`src/rtl/ysyx_23060221_axi_pkg.sv`:
```
// ysyx_23060221_axi_pkg: shared AXI encodings, arbiter states and master indices
package ysyx_23060221_axi_pkg;
    typedef enum logic [1:0] {IDLE, ADDR, DATA} state_t;
    localparam logic [1:0] BURST_FIXED = 2'b00;
    localparam logic [1:0] BURST_INCR  = 2'b01;
    localparam logic [1:0] BURST_WRAP  = 2'b10;
    localparam logic [1:0] RESP_OKAY   = 2'b00;
    localparam logic [1:0] RESP_EXOKAY = 2'b01;
    localparam logic [1:0] RESP_SLVERR = 2'b10;
    localparam logic [1:0] RESP_DECERR = 2'b11;
    localparam logic M_IFU = 1'b0;
    localparam logic M_LSU = 1'b1;
endpackage

```
`src/rtl/ysyx_23060221_axi_rd_arb_if.sv`:
```
// ysyx_23060221_axi_rd_arb_if: AXI4 read address + read data channel bundle
interface ysyx_23060221_axi_rd_arb_if #(
    parameter int ADDR_W = 32,
    parameter int DATA_W = 32,
    parameter int ID_W   = 4
);
    logic              arvalid;
    logic              arready;
    logic [ADDR_W-1:0] araddr;
    logic [ID_W-1:0]   arid;
    logic [7:0]        arlen;
    logic [2:0]        arsize;
    logic [1:0]        arburst;
    logic              rvalid;
    logic              rready;
    logic [DATA_W-1:0] rdata;
    logic [1:0]        rresp;
    logic              rlast;
    logic [ID_W-1:0]   rid;
    modport master (
        output arvalid, araddr, arid, arlen, arsize, arburst, rready,
        input  arready, rvalid, rdata, rresp, rlast, rid
    );
    modport slave (
        input  arvalid, araddr, arid, arlen, arsize, arburst, rready,
        output arready, rvalid, rdata, rresp, rlast, rid
    );
endinterface

```
`src/rtl/ysyx_23060221_rr_pick2.sv`:
```
// ysyx_23060221_rr_pick2: two-way round-robin picker; on a tie the master that was not last served wins
module ysyx_23060221_rr_pick2 (
    input  logic [1:0] req,
    input  logic       last,
    output logic       grant
);
    assign grant = req[1] & (~req[0] | ~last);
endmodule

```
`src/rtl/ysyx_23060221_axi_rd_arb.sv`:
```
// ysyx_23060221_axi_rd_arb: round-robin AXI4 read-channel arbiter, IFU (m0) and LSU (m1) onto one slave
module ysyx_23060221_axi_rd_arb
    import ysyx_23060221_axi_pkg::*;
(
    input logic                          clk,
    input logic                          rst,
    ysyx_23060221_axi_rd_arb_if.slave    m0,
    ysyx_23060221_axi_rd_arb_if.slave    m1,
    ysyx_23060221_axi_rd_arb_if.master   s
);
    state_t state, state_n;
    logic   grant, grant_n, last, last_n, pick, ar_valid, r_ready;

    ysyx_23060221_rr_pick2 u_pick (
        .req   ({m1.arvalid, m0.arvalid}),
        .last  (last),
        .grant (pick)
    );

    assign s.araddr  = grant ? m1.araddr  : m0.araddr;
    assign s.arid    = grant ? m1.arid    : m0.arid;
    assign s.arlen   = grant ? m1.arlen   : m0.arlen;
    assign s.arsize  = grant ? m1.arsize  : m0.arsize;
    assign s.arburst = grant ? m1.arburst : m0.arburst;
    assign ar_valid  = grant ? m1.arvalid : m0.arvalid;
    assign r_ready   = grant ? m1.rready  : m0.rready;
    assign m0.rdata  = s.rdata;
    assign m0.rresp  = s.rresp;
    assign m0.rlast  = s.rlast;
    assign m0.rid    = s.rid;
    assign m1.rdata  = s.rdata;
    assign m1.rresp  = s.rresp;
    assign m1.rlast  = s.rlast;
    assign m1.rid    = s.rid;

    // state, grant and last-served registers; reset lets IFU win the first tie
    always_ff @(posedge clk) begin
        if (rst) begin
            state <= IDLE;
            grant <= M_IFU;
            last  <= M_LSU;
        end else begin
            state <= state_n;
            grant <= grant_n;
            last  <= last_n;
        end
    end

    // next state and handshake steering; the loser never sees arready or rvalid
    always_comb begin
        state_n    = state;
        grant_n    = grant;
        last_n     = last;
        s.arvalid  = 1'b0;
        s.rready   = 1'b0;
        m0.arready = 1'b0;
        m1.arready = 1'b0;
        m0.rvalid  = 1'b0;
        m1.rvalid  = 1'b0;
        case (state)
            IDLE: begin
                if (m0.arvalid | m1.arvalid) begin
                    grant_n = pick;
                    state_n = ADDR;
                end
            end
            ADDR: begin
                s.arvalid  = ar_valid;
                m0.arready = ~grant & s.arready;
                m1.arready = grant & s.arready;
                if (ar_valid & s.arready) begin
                    state_n = DATA;
                    last_n  = grant;
                end
            end
            DATA: begin
                s.rready  = r_ready;
                m0.rvalid = ~grant & s.rvalid;
                m1.rvalid = grant & s.rvalid;
                if (s.rvalid & r_ready & s.rlast) state_n = IDLE;
            end
            default: state_n = IDLE;
        endcase
    end
endmodule

```
`src/flat_wrapper.sv`:
```
// flat-port wrapper written by rule: the top's interface ports become plain ports
module ysyx_23060221_axi_rd_arb_flat import ysyx_23060221_axi_pkg::*;
  (clk, rst, m0_arvalid, m0_araddr, m0_arid, m0_arlen, m0_arsize, m0_arburst, m0_rready, m0_arready, m0_rvalid, m0_rdata, m0_rresp, m0_rlast, m0_rid, m1_arvalid, m1_araddr, m1_arid, m1_arlen, m1_arsize, m1_arburst, m1_rready, m1_arready, m1_rvalid, m1_rdata, m1_rresp, m1_rlast, m1_rid, s_arvalid, s_araddr, s_arid, s_arlen, s_arsize, s_arburst, s_rready, s_arready, s_rvalid, s_rdata, s_rresp, s_rlast, s_rid);
  ysyx_23060221_axi_rd_arb_if m0_i ();
  ysyx_23060221_axi_rd_arb_if m1_i ();
  ysyx_23060221_axi_rd_arb_if s_i ();
  input logic clk;
  input logic rst;
  input wire logic [$bits(m0_i.arvalid)-1:0] m0_arvalid;
  input wire logic [$bits(m0_i.araddr)-1:0] m0_araddr;
  input wire logic [$bits(m0_i.arid)-1:0] m0_arid;
  input wire logic [$bits(m0_i.arlen)-1:0] m0_arlen;
  input wire logic [$bits(m0_i.arsize)-1:0] m0_arsize;
  input wire logic [$bits(m0_i.arburst)-1:0] m0_arburst;
  input wire logic [$bits(m0_i.rready)-1:0] m0_rready;
  output wire logic [$bits(m0_i.arready)-1:0] m0_arready;
  output wire logic [$bits(m0_i.rvalid)-1:0] m0_rvalid;
  output wire logic [$bits(m0_i.rdata)-1:0] m0_rdata;
  output wire logic [$bits(m0_i.rresp)-1:0] m0_rresp;
  output wire logic [$bits(m0_i.rlast)-1:0] m0_rlast;
  output wire logic [$bits(m0_i.rid)-1:0] m0_rid;
  input wire logic [$bits(m1_i.arvalid)-1:0] m1_arvalid;
  input wire logic [$bits(m1_i.araddr)-1:0] m1_araddr;
  input wire logic [$bits(m1_i.arid)-1:0] m1_arid;
  input wire logic [$bits(m1_i.arlen)-1:0] m1_arlen;
  input wire logic [$bits(m1_i.arsize)-1:0] m1_arsize;
  input wire logic [$bits(m1_i.arburst)-1:0] m1_arburst;
  input wire logic [$bits(m1_i.rready)-1:0] m1_rready;
  output wire logic [$bits(m1_i.arready)-1:0] m1_arready;
  output wire logic [$bits(m1_i.rvalid)-1:0] m1_rvalid;
  output wire logic [$bits(m1_i.rdata)-1:0] m1_rdata;
  output wire logic [$bits(m1_i.rresp)-1:0] m1_rresp;
  output wire logic [$bits(m1_i.rlast)-1:0] m1_rlast;
  output wire logic [$bits(m1_i.rid)-1:0] m1_rid;
  output wire logic [$bits(s_i.arvalid)-1:0] s_arvalid;
  output wire logic [$bits(s_i.araddr)-1:0] s_araddr;
  output wire logic [$bits(s_i.arid)-1:0] s_arid;
  output wire logic [$bits(s_i.arlen)-1:0] s_arlen;
  output wire logic [$bits(s_i.arsize)-1:0] s_arsize;
  output wire logic [$bits(s_i.arburst)-1:0] s_arburst;
  output wire logic [$bits(s_i.rready)-1:0] s_rready;
  input wire logic [$bits(s_i.arready)-1:0] s_arready;
  input wire logic [$bits(s_i.rvalid)-1:0] s_rvalid;
  input wire logic [$bits(s_i.rdata)-1:0] s_rdata;
  input wire logic [$bits(s_i.rresp)-1:0] s_rresp;
  input wire logic [$bits(s_i.rlast)-1:0] s_rlast;
  input wire logic [$bits(s_i.rid)-1:0] s_rid;
  assign m0_i.arvalid = m0_arvalid;
  assign m0_i.araddr = m0_araddr;
  assign m0_i.arid = m0_arid;
  assign m0_i.arlen = m0_arlen;
  assign m0_i.arsize = m0_arsize;
  assign m0_i.arburst = m0_arburst;
  assign m0_i.rready = m0_rready;
  assign m0_arready = m0_i.arready;
  assign m0_rvalid = m0_i.rvalid;
  assign m0_rdata = m0_i.rdata;
  assign m0_rresp = m0_i.rresp;
  assign m0_rlast = m0_i.rlast;
  assign m0_rid = m0_i.rid;
  assign m1_i.arvalid = m1_arvalid;
  assign m1_i.araddr = m1_araddr;
  assign m1_i.arid = m1_arid;
  assign m1_i.arlen = m1_arlen;
  assign m1_i.arsize = m1_arsize;
  assign m1_i.arburst = m1_arburst;
  assign m1_i.rready = m1_rready;
  assign m1_arready = m1_i.arready;
  assign m1_rvalid = m1_i.rvalid;
  assign m1_rdata = m1_i.rdata;
  assign m1_rresp = m1_i.rresp;
  assign m1_rlast = m1_i.rlast;
  assign m1_rid = m1_i.rid;
  assign s_arvalid = s_i.arvalid;
  assign s_araddr = s_i.araddr;
  assign s_arid = s_i.arid;
  assign s_arlen = s_i.arlen;
  assign s_arsize = s_i.arsize;
  assign s_arburst = s_i.arburst;
  assign s_rready = s_i.rready;
  assign s_i.arready = s_arready;
  assign s_i.rvalid = s_rvalid;
  assign s_i.rdata = s_rdata;
  assign s_i.rresp = s_rresp;
  assign s_i.rlast = s_rlast;
  assign s_i.rid = s_rid;
  ysyx_23060221_axi_rd_arb u_core (.clk(clk), .rst(rst), .m0(m0_i), .m1(m1_i), .s(s_i));
endmodule
```
`config.mk`:
```
export PLATFORM = sky130hd
export DESIGN_NAME = ysyx_23060221_axi_rd_arb_flat
export DESIGN_NICKNAME = d
export VERILOG_FILES = /design/src/rtl/ysyx_23060221_axi_pkg.sv /design/src/rtl/ysyx_23060221_axi_rd_arb_if.sv /design/src/rtl/ysyx_23060221_rr_pick2.sv /design/src/rtl/ysyx_23060221_axi_rd_arb.sv /design/src/flat_wrapper.sv
export SDC_FILE = /design/constraint.sdc
export NUM_CORES = 1
export LEC_CHECK = 0
export ABC_AREA = 1
export BUFFER_PORTS_ARGS = -buffer_cell sky130_fd_sc_hd__clkbuf_2
export CORE_AREA = 2 2 109 111
export DETAILED_ROUTE_END_ITERATION = 8
export DIE_AREA = 0 0 111 113
export MAX_ROUTING_LAYER = met4
export PLACE_DENSITY = 0.5
export SETUP_SLACK_MARGIN = 0.4
export SLEW_MARGIN = 20
export SYNTH_ARGS = -nofsm -noshare
export SYNTH_HDL_FRONTEND = slang
export SYNTH_SLANG_ARGS = --single-unit
```
`constraint.sdc`:
```
create_clock -name clk -period 2.7 [get_ports clk]
set_clock_uncertainty 0.1 [all_clocks]
set_input_delay 0.135 -clock clk [delete_from_list [all_inputs] [get_ports clk]]
set_output_delay 0.135 -clock clk [all_outputs]
set_load 0.01 [all_outputs]
```
==> impl_metrics.ini <==
[worst_setup_path]
cp-start-kind = flop
cp_slowest_stage_delay_ns = 0.48
cp.arrival_ns = 1.52
slowest_stage = buf_4
cp-end-kind = primary output
path_cells = buf_4 -> nand2_1 -> o21ai_0 -> inv_1 -> nor2_1 -> clkbuf_2
path_max_fanout = 57
worst-setup-path-type = reg -> out
critPathTopFamily = buffers and inverters
worstPathRequired_ns = 2.47
cp_num_buf_inv = 3

[timing]
hold_slack_ns = 0.03773
finalMaxSlewViolations = 0
relSlewSlack = 0.6187
fin_ws_ns = 0.9421
rsz0062_at_grt = false
fin_setup_tns_ns = 0
fin_crit_sh = 0.6511
setup_viol = 0
hold_viol_final = 0
fmax_mhz = 568.9
period_minus_slack_ns = 1.758
worst_pin_slew_ns = 0.5720

[floorplan]
dieArea_um2 = 12540
core_um2 = 11270
num_rows = 39
start_util = 0.1331
fp.dieH_um = 113
ios = 278
die_width_um = 111

[cts]
cts_made_buffers = 3
cts-root-buf = clkbuf_16
postCtsSetupRepairBufs = 0
htreeDepth = 1
clkTransAtPathRegs_ns = 0.03
cts-hold-fix-buffers = 0
cts_tree = yes
cts_buffer_depth = 2
cts.sinks = 4
post_cts_resize_count = 0
clkLatencyLatePin_ns = 0.22

[global_routing]
grt_pass1_wl_um = 7555
grt_pass1_vias = 1667
grt-ovfl-total = 0
grt_usage = 0.07329
antenna_found_initial = 0
grt_max_degree = 58

[yosys]
synth_top_cell_by_area = nand2_1
ys_ff_latch = 4
synthCells = 284
synth_xor_area_frac = 0
yosys-top-cells-count = nand2_1 (161), buf_4 (80), inv_1 (10)
synthDistinctLibCells = 16
synth_area_leaders = nand2_1 (40%), buf_4 (40%), dfxtp_1 (5.3%)
synth-adder-area-share = 0
synth-compound-area-share = 0.02502
syn_nets = 429
yosysSeqAreaShare = 0.05338
syn_area_um2 = 1500
synth_top_family_by_area = buffers and inverters
synth_most_common_cell = nand2_1
synthArstFlopShare = 0
yosys.area_share.simple = 0.4470
avgSynthCellArea_um2 = 5.282
muxShareOfSynthArea = 0
synth-edff-count = 0
yosys_warnings = 0
synthDominantCellAreaShare = 0.4028
synthFlopType = dfxtp_1

[drt]
first_pass_iters = 4
vias = 1730
drt_iter0_markers = 40
ant_nets = 0
routed_wl_um = 4627
drc = 0
wl_per_cell_um = 9.144
vias_per_cell = 3.419

[place]
dpl.hpwl_um = 3870
portBuffers = 163
place_ws_ns = 1.165
gp_congestion = 0.6806

[final_layout]
synthToLayoutAreaGrowth_pct = 28.52
final_net_count = 510
layout-drive-gt1-share = 0.4793
n_fill_cell = 1351
antenna_cells = 0

[power]
leakage_uw = 0.001295
p_sw_uw = 219.7
p_clk_frac = 0.369
power.share.switching = 0.3544
total_power_uw = 620.0
pwr-share-seq = 0.108
powerDensity_nw_per_um2 = 321.6
p_int_uw = 400.3
pwr-share-comb = 0.524
vdd_drop_max_v = 0.0003514

[min_path]
worstHoldPathType = in -> reg

[flow_run]
drv_cap = 0

[outcome]
outcome = complete, no violations
-- registers in the layout, summed over array words and instances, names as in the netlist --
name          flops
u_core.state      2
u_core.last       1
u_core.grant      1
-- cells by family (layout without fill, tap and decap cells) --
logic type             Yosys count  in the layout
AOI/OAI and AO/OA                6              6
buffers and inverters          100            179
DFF                              4              4
and+or+nand+nor                174            174
-- layer usage --
metal	track usage	wire length (um)	up-vias
met5	-	0	-
met4	0.03250	156	0
met3	0.02142	560	25
met2	0.1284	2170	111
met1	0.07685	1739	670
li1	-	-	924
-- cell type report --
class | instances | area (um2) | share of cell area
Sequential cell | 4 | 81.33 | 0.04218
Tap cell | 143 | 178.9 | 0.09280
Timing Repair Buffer | 165 | 843.3 | 0.4374
Clock buffer | 3 | 75.07 | 0.03894
Inverter | 11 | 41.29 | 0.02141
Multi-Input combinational cell | 180 | 708.2 | 0.3673
-- cells in the final DEF, fill, tap and decap left out --
master | Yosys | routed
buf_12 | 0 | 1
clkbuf_16 | 0 | 3
dfxtp_2 | 0 | 1
dfxtp_1 | 4 | 3
nand3_1 | 2 | 2
clkbuf_2 | 0 | 163
nor3_1 | 2 | 2
a21oi_1 | 2 | 2
o21ai_0 | 2 | 2
nand2_1 | 161 | 161
nand3_2 | 1 | 1
inv_2 | 1 | 1
nor2_1 | 6 | 6
inv_1 | 10 | 10
nand3b_1 | 1 | 1
nand2_2 | 1 | 1
buf_4 | 80 | 1
a21oi_2 | 2 | 2
-- power groups by stage --
stage                     Clock (uW)  Combinational, uW  Sequential [uW]
after global placement             0                333             67.6
final                            229                325             66.7
after detailed placement           0                330             67.5
after floorplan                    0                283             67.4
after CTS                        234                332             66.7
after global routing             241                369             67.4
-- worst reg2reg max path, cell delays in order, from the launching register on --
cell      delay, ns
dfxtp_2        0.32
buf_4          0.48
nand2_1        0.09
o21ai_0        0.12
nand2_1        0.12
nand2_1        0.08
nand3b_1       0.07
-- metrics by stage --
stage | cell area, um2 | std cells | utilization
floorplan | 1500 | 284 | -
global placement | 1853 | 503 | 0.1644
detailed placement | 1853 | 503 | 0.1644
CTS | 1928 | 506 | 0.1711
global route | 1928 | 506 | 0.1711
finish | 1928 | 506 | 0.1711
-- worst paths after layout --
kind	start	end	slack (ns)	cells after the start
setup / recovery	u_core.grant	s_arvalid	0.94	6
hold reg to reg	u_core.last	u_core.last	0.38	2
setup reg to reg	u_core.grant	u_core.last	1.20	6
hold / removal	rst	u_core.state[0]	0.04	2
(Power assumes the default switching activity.)
